<file path="config.mk">
export PLATFORM = sky130hd
export DESIGN_NAME = pac_motion_ctrl
export DESIGN_NICKNAME = d
export VERILOG_FILES = /design/src/rtl/pac_motion_ctrl.sv
export SDC_FILE = /design/constraint.sdc
export NUM_CORES = 1
export LEC_CHECK = 0
export CORE_MARGIN = 2
export CORE_UTILIZATION = 40
export CTS_BUF_LIST = sky130_fd_sc_hd__clkbuf_16
export DETAILED_ROUTE_END_ITERATION = 8
export HOLD_SLACK_MARGIN = 0.12
export MAX_ROUTING_LAYER = met4
export PLACE_DENSITY = 0.58
export SLEW_MARGIN = 0
export SYNTH_ARGS = -nofsm -noshare
export SYNTH_HDL_FRONTEND = slang
export SYNTH_SLANG_ARGS = --single-unit
export TNS_END_PERCENT = 20
</file>
<file path="constraint.sdc">
create_clock -name clk -period 12.1 [get_ports clk]
set_input_delay 2.42 -clock clk [delete_from_list [all_inputs] [get_ports clk]]
set_output_delay 2.42 -clock clk [all_outputs]
set_load 0.01 [all_outputs]
</file>
<file path="src/rtl/pac_motion_ctrl.sv">
// Pac-Man motion controller: probes the wall checker in the requested direction, then in the
// current heading, and commits a bounded STEP-pixel move when the probed direction is free.
module pac_motion_ctrl #(
    parameter int unsigned STEP   = 2,
    parameter int unsigned X_INIT = 304,
    parameter int unsigned Y_INIT = 224,
    parameter int unsigned X_MAX  = 608,
    parameter int unsigned Y_MAX  = 448
) (
    input  logic       clk,
    input  logic       rst,
    input  logic       move_tick,
    input  logic [1:0] req_dir,
    input  logic       can_move,
    output logic [9:0] pac_x,
    output logic [8:0] pac_y,
    output logic [1:0] probe_dir,
    output logic [1:0] heading,
    output logic       moving,
    output logic       busy,
    output logic       step_done
);

    localparam int unsigned XW = 10;
    localparam int unsigned YW = 9;

    localparam logic [1:0] DIR_UP    = 2'b00;
    localparam logic [1:0] DIR_DOWN  = 2'b01;
    localparam logic [1:0] DIR_LEFT  = 2'b10;
    localparam logic [1:0] DIR_RIGHT = 2'b11;

    typedef enum logic [2:0] {
        S_IDLE,
        S_WAIT_REQ,
        S_CHK_REQ,
        S_WAIT_CUR,
        S_CHK_CUR
    } state_t;

    state_t          r_state;
    logic [1:0]      r_req;
    logic [XW-1:0]   r_pac_x;
    logic [YW-1:0]   r_pac_y;
    logic [1:0]      r_probe_dir;
    logic [1:0]      r_heading;
    logic            r_moving;
    logic            r_busy;
    logic            r_step_done;

    state_t          w_state_nxt;
    logic [1:0]      w_req_nxt;
    logic [XW-1:0]   w_x_nxt;
    logic [YW-1:0]   w_y_nxt;
    logic [1:0]      w_probe_nxt;
    logic [1:0]      w_heading_nxt;
    logic            w_moving_nxt;
    logic            w_done_nxt;

    logic [1:0]      w_dir;
    logic [XW:0]     w_x_ext;
    logic [YW:0]     w_y_ext;
    logic            w_in_bounds;
    logic            w_step_ok;

    // Candidate position one step along the direction under test; the extra MSB flags underflow
    always_comb begin
        w_dir   = (r_state == S_CHK_CUR) ? r_heading : r_req;
        w_x_ext = {1'b0, r_pac_x};
        w_y_ext = {1'b0, r_pac_y};
        case (w_dir)
            DIR_UP:    w_y_ext = {1'b0, r_pac_y} - (YW+1)'(STEP);
            DIR_DOWN:  w_y_ext = {1'b0, r_pac_y} + (YW+1)'(STEP);
            DIR_LEFT:  w_x_ext = {1'b0, r_pac_x} - (XW+1)'(STEP);
            DIR_RIGHT: w_x_ext = {1'b0, r_pac_x} + (XW+1)'(STEP);
            default: ;
        endcase
        w_in_bounds = !w_x_ext[XW] && !w_y_ext[YW] &&
                      (w_x_ext <= (XW+1)'(X_MAX)) && (w_y_ext <= (YW+1)'(Y_MAX));
        w_step_ok   = can_move && w_in_bounds;
    end

    // Next-state and next-output logic
    always_comb begin
        w_state_nxt   = r_state;
        w_req_nxt     = r_req;
        w_x_nxt       = r_pac_x;
        w_y_nxt       = r_pac_y;
        w_probe_nxt   = r_probe_dir;
        w_heading_nxt = r_heading;
        w_moving_nxt  = r_moving;
        w_done_nxt    = 1'b0;
        case (r_state)
            S_IDLE: begin
                if (move_tick) begin
                    w_probe_nxt = req_dir;
                    w_req_nxt   = req_dir;
                    w_state_nxt = S_WAIT_REQ;
                end
            end
            S_WAIT_REQ: w_state_nxt = S_CHK_REQ;
            S_CHK_REQ: begin
                if (w_step_ok) begin
                    w_heading_nxt = r_req;
                    w_x_nxt       = w_x_ext[XW-1:0];
                    w_y_nxt       = w_y_ext[YW-1:0];
                    w_moving_nxt  = 1'b1;
                    w_done_nxt    = 1'b1;
                    w_state_nxt   = S_IDLE;
                end else if (r_req == r_heading) begin
                    w_moving_nxt = 1'b0;
                    w_done_nxt   = 1'b1;
                    w_state_nxt  = S_IDLE;
                end else begin
                    w_probe_nxt = r_heading;
                    w_state_nxt = S_WAIT_CUR;
                end
            end
            S_WAIT_CUR: w_state_nxt = S_CHK_CUR;
            S_CHK_CUR: begin
                if (w_step_ok) begin
                    w_x_nxt      = w_x_ext[XW-1:0];
                    w_y_nxt      = w_y_ext[YW-1:0];
                    w_moving_nxt = 1'b1;
                end else begin
                    w_moving_nxt = 1'b0;
                end
                w_done_nxt  = 1'b1;
                w_state_nxt = S_IDLE;
            end
            default: w_state_nxt = S_IDLE;
        endcase
    end

    always_ff @(posedge clk or negedge rst) begin
        if (!rst) begin
            r_state     <= S_IDLE;
            r_req       <= DIR_LEFT;
            r_pac_x     <= XW'(X_INIT);
            r_pac_y     <= YW'(Y_INIT);
            r_probe_dir <= DIR_LEFT;
            r_heading   <= DIR_LEFT;
            r_moving    <= 1'b0;
            r_busy      <= 1'b0;
            r_step_done <= 1'b0;
        end else begin
            r_state     <= w_state_nxt;
            r_req       <= w_req_nxt;
            r_pac_x     <= w_x_nxt;
            r_pac_y     <= w_y_nxt;
            r_probe_dir <= w_probe_nxt;
            r_heading   <= w_heading_nxt;
            r_moving    <= w_moving_nxt;
            r_busy      <= (w_state_nxt != S_IDLE);
            r_step_done <= w_done_nxt;
        end
    end

    assign pac_x     = r_pac_x;
    assign pac_y     = r_pac_y;
    assign probe_dir = r_probe_dir;
    assign heading   = r_heading;
    assign moving    = r_moving;
    assign busy      = r_busy;
    assign step_done = r_step_done;

endmodule

</file>
# Word level (Yosys, flattened, before mapping)
# Index checks and enable logic that the tools add are counted.
# Widths: inputs -> output; s select.
dict set report totals {
  regBits 31
  latch_bits 0
  ram_bits 0
  rom_bits 0
  inputBits 6
  out_inout_bits 26
  elab_cells 62
  n_memories 0
}
dict set report classes {
  addsub 4
  mul 0
  div 0
  n_lt_le_gt_ge 2
  n_eq_ne 12
  shift 0
  n_mux 18
  n_bitwise 0
  reduce_logical 17
}
# cell n
set op_table {}
lappend op_table {{$pmux 11 s2} 1}
lappend op_table {{$pmux 10 s2} 1}
lappend op_table {{$mux 2} 6}
lappend op_table {{$pmux 3 s4} 1}
lappend op_table {{$add 10x2->11 const B} 1}
lappend op_table {{$le 11x10->1 const B} 1}
lappend op_table {{$sub 10x2->11 const B} 1}
lappend op_table {{$add 9x2->10 const B} 1}
lappend op_table {{$le 10x9->1 const B} 1}
lappend op_table {{$sub 9x2->10 const B} 1}
lappend op_table {{$reduce_and 2->1} 4}
lappend op_table {{$eq 3x2->1 const B} 2}
lappend op_table {{$ne 2x2->1 const B} 3}
lappend op_table {{$mux 1} 5}
lappend op_table {{$eq 2x2->1 const B} 2}
lappend op_table {{$logic_and 1x1->1} 4}
lappend op_table {{$pmux 1 s2} 2}
lappend op_table {{$pmux 2 s2} 1}
lappend op_table {{$reduce_and 4->1} 1}
lappend op_table {{$reduce_bool 2->1} 2}
lappend op_table {{$eq 3x1->1 const B} 1}
lappend op_table {{$eq 3x3->1 const B} 1}
lappend op_table {{$logic_not 3->1} 1}
lappend op_table {{$mux 3} 1}
lappend op_table {{7 further kinds} 8}

# Depth between registers and ports, before layout
# Gate-level depths: netlist of the first run.
dict set report logic_depth {
  ltp_word 12
  depth_mapped 16
  mapped_depth_nobuf 13
}

# Least setup slack after synthesis of the first run
# Ideal clock, no wire load.
dict set report synth_timing {
  kind {flip-flop to flip-flop}
  startpoint {reg r_state[1]}
  endpoint {reg r_probe_dir[0], in the netlist probe_dir[0]}
  setup_time_ns 0.125
  arrival_time_ns 3.919
  t_required_ns 11.975
  path_slack_ns 8.056
  stages_incl_launch_ff 16
  n_path_buf 2
  period_less_slack_ns 4.044
  cell_sequence {dfrtp_1 > clkbuf_2 > nor3b_4 > mux2i_1 > buf_4 > or2_2 > inv_1 > fa_1 > nand2b_1 > a21oi_1 > xor2_1 > o2111ai_1 > a311oi_1 > nor4_4 > or4_4 > mux2_2}
}
dict set report synth_via {
  elab_chain_cells 11
  elab_cells_between_ends 24
  classes_between {order compare (2); eq/ne (8); mux (4); reduce/logical (10)}
}
# element line
set synth_lines {}
lappend synth_lines {{start, declared} 40} ;# state_t r_state;
lappend synth_lines {{start signal, assigned} 146} ;# r_state <= w_state_nxt;
lappend synth_lines {{branches (longest 11 deep; another with $le 11x10->1)} --}
lappend synth_lines {{end signal, assigned} 150} ;# r_probe_dir <= w_probe_nxt;
lappend synth_lines {{end, declared} 44} ;# logic [1:0] r_probe_dir;
# Several ways; the timed one is not identified.
# A chain may end at the register's enable or synchronous reset.

# Worst setup path in the final report of the first run
dict set report layout_timing {
  startpoint {reg r_state[1]}
  endpoint {reg r_pac_x[6], in the netlist pac_x[6]}
}
dict set report layout_via {
  elab_chain_cells 10
  elab_cells_between_ends 19
  classes_between {order compare (2); eq/ne (5); mux (3); reduce/logical (9)}
}
# element line
set layout_lines {}
lappend layout_lines {{branches (longest 10 deep; another with $le 11x10->1)} --}
lappend layout_lines {{end signal, assigned} 138} ;# r_pac_x <= XW'(X_INIT);
lappend layout_lines {{end signal, assigned} 148} ;# r_pac_x <= w_x_nxt;
lappend layout_lines {{end, declared} 42} ;# logic [XW-1:0] r_pac_x;
# Several ways; the timed one is not identified.

==> results of run 1 <==
## cells by family after synthesis
kind of cell | Yosys count | share of synthesized area [%]
and+or+nand+nor | 67 | 18.0
DFF | 29 | 33.9
AOI/OAI and AO/OA | 47 | 15.6
other | 1 | 0.172
adders and majority gates | 17 | 10.5
muxes | 26 | 13.5
xor gates and xnor gates | 12 | 4.83
buffers and inverters | 15 | 3.51
## metrics by stage
stage	hold slack [ps]	std cells	util, %
after floorplan	502	215	-
after global placement	522	310	48.9
after detailed placement	512	310	48.9
after CTS	519	318	52.1
after global routing	543	318	52.1
final	515	318	52.1
## sequential cells by signal (all words and copies together), names as in the netlist
name,flops
busy,1
heading,2
moving,1
pac_x,9
pac_y,8
probe_dir,2
r_req,2
r_state,3
step_done,1
## cell type report
| type | instances | area [um2] | area share (%) |
|---|---|---|---|
| Tap cell | 70 | 87.6 | 3.25 |
| Sequential cell | 29 | 737 | 27.4 |
| Inverter | 9 | 33.8 | 1.25 |
| Clock buffer | 5 | 125 | 4.64 |
| Timing Repair Buffer | 31 | 305 | 11.3 |
| Multi-Input combinational cell | 171 | 1370 | 50.8 |
| Clock inverter | 3 | 37.5 | 1.39 |
## per-layer routing
metal  up-vias  global-route usage, %
li1        857                      -
met1       786                   23.8
met2        27                   25.4
met3         4                   3.84
met4         0                   4.82
met5         -                      -
## synthesized netlist by cell type, drive strengths merged, types with 5 or more instances
cell / n
mux2i: 8
nand2b: 7
dfrtp: 20
a21oi: 14
dfstp: 9
nor2: 12
xor2: 7
mux2: 18
a21o: 5
xnor2: 5
nand3: 11
inv: 9
ha: 15
nand2: 11
## worst min path at each step
stage               startpoint  endpoint  slack [ps]  depth (start not counted)
floorplan             pac_x[8]  pac_x[8]         500                          2
global placement      pac_x[8]  pac_x[8]         520                          2
detailed placement    pac_x[8]  pac_x[8]         510                          2
CTS                   pac_x[8]  pac_x[8]         520                          2
global route          pac_x[8]  pac_x[8]         540                          2
finish                pac_x[8]  pac_x[8]         520                          2
## worst min-delay path: cells and delay by family (launching register included)
family / cells / cell delay, ps
muxes: 1 / 70
DFF: 1 / 370
buffers and inverters: 1 / 60
==> run summary, run 1 <==
The final routed DRC violation total came out at 0. The routed wire length is around 4.6 mm. The cell type with the highest aggregate area in the netlist is sky130_fd_sc_hd__dfrtp_1. The worst register-to-register path begins at r_state[1].

For this configuration, the core starts out at a cell density of between 40% and 50%. The data required time of the critical path came out at approximately 12000 ps. The first global-routing pass estimated around 8 mm of wire. The later pin in the worst-skew pair is clocked with a latency of 270 ps. The remaining global-route overflow came out at 0. The area share of the largest cell type after synthesis is a little under a quarter. The hold violation total from the final report came out at 0.

Row generation in the floorplan step produced 26 rows. The depth of the worst register-to-register path is 13. The start point of the critical path is r_state[1].

The number of nets in the final layout is 270. Counting along the longest clock path gives a buffer depth of 2. Routability-driven placement finished with a final weighted congestion of ~0.86.

The fraction of final layout cells with drive strength greater than 1 is 17.7%. The minimum setup slack among reg-to-reg paths is 7430 ps. In this design, the stage delay of the slowest critical-path cell is about 530 ps. Setup repair after global routing left no endpoint under its margin. Sorting the synthesized cells by area gives the leading types as sky130_fd_sc_hd__dfrtp_1 23%, sky130_fd_sc_hd__dfstp_2 11%, sky130_fd_sc_hd__ha_1 8.6%. The worst setup path is captured at a flip-flop. The die height is 77.8 um. The number of global-route vias before repair is 1665. The dominant delay contributor by cell family on the critical path is simple AND/OR/NAND/NOR gates.

The mean post-synth cell area is ~10 um2. The remaining antenna violation count is 0. The post-detailed-route via-to-cell ratio came out at about 5.3. The slew at the pin closest to its max-slew limit came out at about 600 ps.

Post-CTS timing repair inserted 0 buffers for setup. The routed layout has ~1700 vias. The number of enable-type register cells in the synthesized netlist is 0. From left edge to right edge, the die measures roughly 78 um. The tightest min-delay check is of the flip-flop to flip-flop type. The total of fill cells in the finished design is about 480.

The distinct cell type count after synthesis came out at between 50 and 60. In the final timing run, aggregate negative setup slack is 0 ps. The synthesized instance count came out at ~210.

The depth of the CTS H-tree came out at 2. The total number of yosys warnings is 0. The area growth from synthesis to final layout is 23.7%. The number of gates resized after cts came out at 0.

The detailed router's first-iteration violation count came out at 59. Summing the sequential cell areas from Yosys gives between 30% and 40% of the chip area. The setup path with the least slack is of type flip-flop to flip-flop. Walking the worst path, the cells encountered are nor3b_4 > mux2i_1 > buf_4 > nand2b_1 > ha_1 > o21ai_0 > or2_1 > a2111o_1 > o2111ai_1 > a221oi_2 > nor4_4 > nand3b_1 > mux2_4. The most used flip-flop cell after synthesis is sky130_fd_sc_hd__dfrtp_1.

The detailed-route wire length on metal 1 is ~2.4 mm. The final worst clock skew came out at around 2.6 ps. The area enclosed by the die boundary is slightly above 0.006 mm2.

The critical path ends at pac_x[6]. The part of the cycle the worst path needs is around 39%. The cell area after technology mapping came out at 0.00218 mm2. The nature of the critical path startpoint is a flip-flop. Counting flops with an async set or reset pin after synthesis yields a share of 100%. The count of buffer and inverter cells on the critical path came out at 1. The number of antenna diodes came out at 0. TritonCTS built the clock tree. The clock drives 29 sinks. The number of antenna violations at the first check in global routing came to 0. The setup slack after layout is about 7400 ps. The run finished with clean final reports. In the detailed route, the total length drawn on met3 is 110 um. Entering global routing, the biggest net connects 30 pins. The largest fanout of any net on the critical path came out at 13. The placed instance area is around 0.0025 mm2. The fmax came out at 214 MHz. Once layout is done, the placed cells without fillers occupy 0.00269 mm2. The signal arrival time at the worst endpoint is between 4000 and 5000 ps. The cell type of the slowest stage on the worst timing path is sky130_fd_sc_hd__nor4_4. At the placement stage, the worst setup path has a slack of 7510 ps. The endpoint identified for the worst register-to-register timing path is pac_x[6]. Detailed placement ended at an HPWL of around 3.5 mm. The cell at the root of the clock tree is sky130_fd_sc_hd__clkbuf_16. The post-synthesis register bit count is 29. The mean routed wirelength per cell came out at around 15 um. The number of port buffers came out at 29.

Counting buffers and inverters, the worst setup path is 13 cells deep. The count of max-cap constraint violations came out at 0. The first detailed-routing pass took 4 iterations. The top cell types in the final layout, fill and taps aside, are 29 x sky130_fd_sc_hd__clkdlybuf4s50_1, 20 x sky130_fd_sc_hd__dfrtp_1, 15 x sky130_fd_sc_hd__mux2_2, 15 x sky130_fd_sc_hd__ha_1, 14 x sky130_fd_sc_hd__a21oi_1. The top routing layer in use is met4. Counting the buffers created by CTS gives 5. The relative max-transition margin is between 60% and 70%. Leaving out fill and tap cells, the most frequent cell in the layout is sky130_fd_sc_hd__clkdlybuf4s50_1.

The total count of max-transition violations in the final report came out at 0. The setup violation total in the final timing report is 0. The clock transition at the registers of the reported paths came out at approximately 50 ps. The number of placed I/O pins is 32. The global-route total usage across every layer came out at between 15 and 20%. The routed length on met2 is 2.11 mm. The core footprint came out at around 0.0052 mm2. The number of hold buffers added after cts is 0. The clock period minus worst slack is ~4700 ps.
Power of run 1 is not shown: default switching activity piles up to over one toggle a cycle in this logic, so the estimate is an artifact.
==> run 2: changes to the inputs <==
- clock period: 12.1 -> 4.7 ns (I/O delays scaled with it)
==> run summary, run 2 (synthesis results as in run 1) <==
Setup repair after global routing left no endpoint under its margin. The library cell used most frequently in the layout, excluding fill and tap cells, is sky130_fd_sc_hd__clkdlybuf4s50_1. The latest clock arrival within the worst-skew pair came out at 270 ps (about the same). The global-route wire length before repair came out at 7.91 mm (-2.2%). The mean routed wirelength per cell was 14.5 um (-0.86%).

The sequential cell area in the final layout came out at 737 um2 (unchanged). The area taken by multi-input logic gates came out at 0.00137 mm2 (unchanged). The total of fill cells in the finished design came to 480 (-0.41%).

The number of antenna violations at the first check in global routing is 0 (unchanged). The number of buffers inserted to repair setup after CTS was 0 (unchanged). The relative max-transition margin is 66.5% (+6.4 points). The path class of the tightest hold or removal check is flip-flop to flip-flop. The part of the cycle the worst path needs is 92.6% (+54 points). The core footprint came to 0.00517 mm2 (unchanged). The tree is rooted in a sky130_fd_sc_hd__clkbuf_16. The setup slack after layout came out at 347 ps (-7080 ps). The flow ran to the end, and the final reports show no timing, DRC or antenna violations. Leaving out fill and tap cells, the most frequent cells in the layout are 29 x sky130_fd_sc_hd__clkdlybuf4s50_1, 20 x sky130_fd_sc_hd__dfrtp_1, 15 x sky130_fd_sc_hd__mux2_2, 15 x sky130_fd_sc_hd__ha_1, 14 x sky130_fd_sc_hd__a21oi_1.

The die height came out at 77.8 um (unchanged). STA classifies the critical path endpoint as a flip-flop. The detailed router's first-iteration violation count is 77 (+31%). The final worst clock skew is 4.69 ps (+2.10 ps). The area enclosed by the die boundary is 0.00605 mm2 (unchanged). The count of vias placed by the detailed router was 1764 (+5.4%). The worst slack at placement is 335 ps (-7180 ps).

The clock transition at the registers of the reported paths came to 50 ps (about the same). The slew at the pin closest to its max-slew limit came out at 499 ps (-98.0 ps). The final routed DRC violation total came out at 0 (unchanged).

The total count of max-transition violations in the final report is 0 (unchanged). The clock period minus worst slack is 4350 ps (-315 ps). The data required time of the critical path came to 4850 ps (-7400 ps).

The area growth from synthesis to final layout is 23.3%. The cell type of the slowest stage on the worst timing path is sky130_fd_sc_hd__ha_1. The number of hold buffers added after cts came out at 0 (unchanged). The largest stage delay on the critical path is 480 ps (-50 ps). The post-detailed-route via-to-cell ratio is 5.51 (+4.7%).

The horizontal die dimension is 77.8 um (unchanged). The routed wire length came out at 4.63 mm (-0.24%). The number of placed I/O pins was 32 (unchanged). The starting density of the core is 42.1% (unchanged). The post-route setup TNS is 0 ps (unchanged). The number of nets in the final layout came to 272 (+0.74%). The count of max-cap constraint violations was 0 (unchanged). The worst setup path is launched from a flip-flop. Traced cell by cell, the critical path runs through nor3b_4 > mux2i_1 > buf_4 > nand2b_1 > ha_1 > o21ai_0 > or2_1 > a2111o_1 > o2111ai_1 > a221oi_2 > nor4_4 > buf_4 > nand3_2 > mux2_2. The number of gates resized after cts came out at 0 (unchanged). The worst-case clock buffer depth is 2 (unchanged). Grouping stages by cell kind, the critical path spends the most delay in simple AND/OR/NAND/NOR gates. The number of port buffers was 29 (unchanged).

The setup violation total in the final timing report is 0 (unchanged). TritonCTS built the clock tree. The remaining antenna violation count came out at 0 (unchanged). The fmax came out at 230 MHz (+7.2%). The number of buffers created by CTS came out at 5 (unchanged). Among the stages of the critical path, the cell type that occurs most often is sky130_fd_sc_hd__buf_4. The signal arrival time at the worst endpoint was 4510 ps (-310 ps). The post-layout utilization of the core came out at 51.9% (-0.17 points). The worst setup path is of the flip-flop to flip-flop kind.

The number of flip-flops in the largest register came to 9 (unchanged). The depth of the CTS H-tree came out at 2 (unchanged). The fraction of final layout cells with drive strength greater than 1 came out at 18.8% (+1.1 points). The placer congestion estimate came out at 0.833 (-2.6%). The count of buffer and inverter cells on the critical path is 2 (+1). The hold violation total from the final report came out at 0 (unchanged). The cell row count was 26 (unchanged). The number of antenna diodes is 0 (unchanged). The largest fanout of any net on the critical path came out at 12 (-1). The number of optimization iterations in the first detailed-route pass is 4 (unchanged). The number of sinks handled by clock tree synthesis came out at 29 (unchanged).

The pin count of the biggest net entering global routing came to 30 (unchanged). The number of global-route vias before repair was 1651 (-0.84%). The remaining global-route overflow is 0 (unchanged). The total half-perimeter wirelength after legalization and detailed placement came out at 3.49 mm (-0.39%). The worst hold slack is 536 ps (+20.2 ps). The global-route total usage across every layer was 16.8% (-0.45 points).
[run 2: final cells by class]
class,instances,share of cell area [%]
multi-input combinational,171,50.9
inverter,9,1.26
sequential,29,27.4
timing repair buffer,33,11.9
clock inverter,3,0.513
clock buffer,5,4.66
tap,70,3.26
[run 2: routing by layer]
layer	GRT usage (%)	up-vias	share of wire, %
met5	-	-	0
met4	5.18	0	1.4
met3	3.14	8	3.7
met2	25.3	41	45
met1	22.9	851	50
li1	-	864	-
[run 2: final timing paths]
kind,from,to,slack (ps),cells after the start
min in group asynchronous,rst,pac_x[7],1070,2
min reg2reg,pac_x[8],pac_x[8],540,2
max in group asynchronous,rst,probe_dir[1],3320,2
min,pac_x[8],pac_x[8],540,2
max reg2reg,r_state[1],pac_y[4],350,14
max,r_state[1],pac_y[4],350,14
[run 2: tightest hold or removal path, cell delays in order (launching register included)]
cell                      delay, ps
sky130_fd_sc_hd__dfstp_2        380
sky130_fd_sc_hd__inv_1           60
sky130_fd_sc_hd__mux2i_1         80
[run 2: through the flow]
stage / area (um2) / std cells
after global routing: 2690 / 320
after floorplan: 2180 / 215
after detailed placement: 2550 / 312
after CTS: 2690 / 320
after global placement: 2550 / 312
final: 2690 / 320
Power of run 2 is left out for the same reason.
==> run 3: changes to the inputs <==
- CORE_UTILIZATION: 40 -> 50
- PLACE_DENSITY: 0.58 -> 0.7
- SLEW_MARGIN: 0 -> unset
==> run summary, run 3 (synthesis results as in run 1) <==
The count of max-cap constraint violations is 0 (unchanged). The setup violation total in the final timing report is 0 (unchanged). The largest fanout of any net on the critical path is 12 (unchanged). The cell count after placement was 291 (-6.7%). The signal on the critical path passes through nor3b_4 > mux2i_1 > buf_4 > or2_2 > inv_1 > fa_1 > nand2b_1 > a21oi_1 > xor2_1 > o2111ai_1 > a311oi_1 > nor4_4 > or4_4 > mux2_2. The number of buffers inserted to repair setup after CTS came out at 0 (unchanged). The count of vias placed by the detailed router came out at 1712 (-2.9%).

The area growth from synthesis to final layout came out at 21.8%. The cell row count came out at 23 (-12%). The final cell count without fillers is 299 (-6.6%). The routed wire length came to 4.48 mm (-3.2%). The mean routed wirelength per cell is 15.0 um (+3.6%). The path category of the worst min-delay check is flip-flop to flip-flop. The pin count of the biggest net entering global routing came out at 30 (unchanged). The number of sinks handled by clock tree synthesis came out at 29 (unchanged). The core footprint came out at 0.00409 mm2 (-21%). The clock period minus worst slack was 4270 ps (-82.8 ps). The post-layout utilization of the core came out at 64.9% (+13 points). The number of buffers created by CTS came out at 5 (unchanged). For this design, the slowest cell found on the critical path is sky130_fd_sc_hd__or4_4. The total half-perimeter wirelength after legalization and detailed placement was 3.30 mm (-5.3%). The post-route setup TNS is 0 ps (unchanged).

The post-detailed-route via-to-cell ratio came out at 5.73 (+3.9%). The cell at the root of the clock tree is sky130_fd_sc_hd__clkbuf_16. The detailed router's first-iteration violation count came to 88 (+14%). The data required time of the critical path is 4860 ps (about the same). The number of nets in the final layout came out at 271 (-0.37%). The area enclosed by the die boundary came to 0.00490 mm2 (-19%). The final worst clock skew came out at 4.60 ps (-0.0906 ps). The run finished with clean final reports.

The placer congestion estimate came out at 0.866 (+4.0%). The global-route total usage across every layer came out at 20.6% (+3.8 points). The die height came out at 70.0 um (-10%). The library cell used most frequently in the layout, excluding fill and tap cells, is sky130_fd_sc_hd__clkdlybuf4s50_1. The total of fill cells in the finished design came out at 334 (-30%). The horizontal die dimension is 70.0 um (-10%). The slew at the pin closest to its max-slew limit is 523 ps (+23.7 ps). The library cells used most frequently in the layout, excluding fill and tap cells, are 29 x sky130_fd_sc_hd__clkdlybuf4s50_1, 20 x sky130_fd_sc_hd__dfrtp_1, 15 x sky130_fd_sc_hd__mux2_2, 15 x sky130_fd_sc_hd__ha_1, 14 x sky130_fd_sc_hd__a21oi_1. The remaining antenna violation count was 0 (unchanged). The part of the cycle the worst path needs came out at 90.9% (-1.8 points). The minimum setup slack among reg-to-reg paths was 430 ps (+80 ps). The number of placed I/O pins came out at 32 (unchanged). The starting density of the core is 53.3% (+11 points).

The fraction of final layout cells with drive strength greater than 1 came to 18.1% (-0.73 points). The worst-case clock buffer depth came to 2 (unchanged). The clock transition at the registers of the reported paths came out at 50 ps (about the same). The total count of max-transition violations in the final report came out at 0 (unchanged). The worst setup path is captured at a flip-flop. The number of flip-flops in the largest register was 9 (unchanged). The fmax came to 234 MHz (+1.9%). The number of optimization iterations in the first detailed-route pass was 4 (unchanged).

The remaining global-route overflow was 0 (unchanged). The worst hold slack is 524 ps (-11.6 ps). The number of hold buffers added after cts came out at 0 (unchanged). The nature of the critical path startpoint is a flip-flop. The number of global-route vias before repair was 1660 (+0.55%). The largest stage delay on the critical path is 540 ps (+60 ps).

Setup repair after global routing left no endpoint under its margin. The hold violation total from the final report was 0 (unchanged). The number of antenna violations at the first check in global routing came out at 0 (unchanged).

TritonCTS built the clock tree. The number of gates resized after cts is 0 (unchanged). The global-route wire length before repair came out at 7.85 mm (-0.70%). The latest clock arrival within the worst-skew pair came out at 280 ps (about the same). The number of port buffers came out at 29 (unchanged). The number of antenna diodes is 0 (unchanged). The signal arrival time at the worst endpoint came to 4430 ps (-80 ps). The relative max-transition margin is 64.9% (-1.6 points).

The critical path start-end classification is flip-flop to flip-flop. The depth of the CTS H-tree is 2 (unchanged). The final routed DRC violation total came to 0 (unchanged).
## run 3: worst paths after layout
path / startpoint / depth (start not counted) / end
min in group asynchronous: rst / 2 / pac_x[9]
worst max-delay path: r_state[1] / 14 / probe_dir[0]
max in group asynchronous: rst / 2 / heading[1]
worst max register to register: r_state[1] / 14 / probe_dir[0]
worst min register to register: pac_x[8] / 2 / pac_x[8]
worst min-delay path: pac_x[8] / 2 / pac_x[8]
## run 3: per-layer routing
layer / vias up / part of all wire [%] / track usage (%)
met5: - / 0 / -
met4: 0 / 1.7 / 7.05
met3: 7 / 3.9 / 4.76
met2: 31 / 44 / 30.7
met1: 813 / 51 / 27.8
li1: 861 / - / -
## run 3: final cells by class
type	instances	area [um2]	share of cell area (%)
clock buffer	5	125	4.72
clock inverter	3	12.5	0.472
inverter	9	33.8	1.27
multi-input combinational	171	1370	51.6
sequential	29	737	27.8
tap	50	62.6	2.36
timing repair buffer	32	313	11.8
## run 3: metrics by stage
step | setup slack (ps) | area (um2)
3_5_place_dp | 447 | 2510
2_1_floorplan | 656 | 2180
5_1_grt | 15.4 | 2650
3_3_place_gp | 496 | 2510
6_report | 429 | 2650
4_1_cts | 417 | 2650
## run 3: worst max-delay path: cells and delay by family (launching register included)
kind | cells | cell delay [ps]
flip-flops | 1 | 470
multiplexers | 2 | 540
buffers and inverters | 2 | 300
AND/OR/NAND/NOR | 5 | 1380
AO/OA/AOI/OAI | 3 | 860
XOR/XNOR | 1 | 210
adder cells (fa/ha/maj) | 1 | 390
Power of run 3 is left out for the same reason.
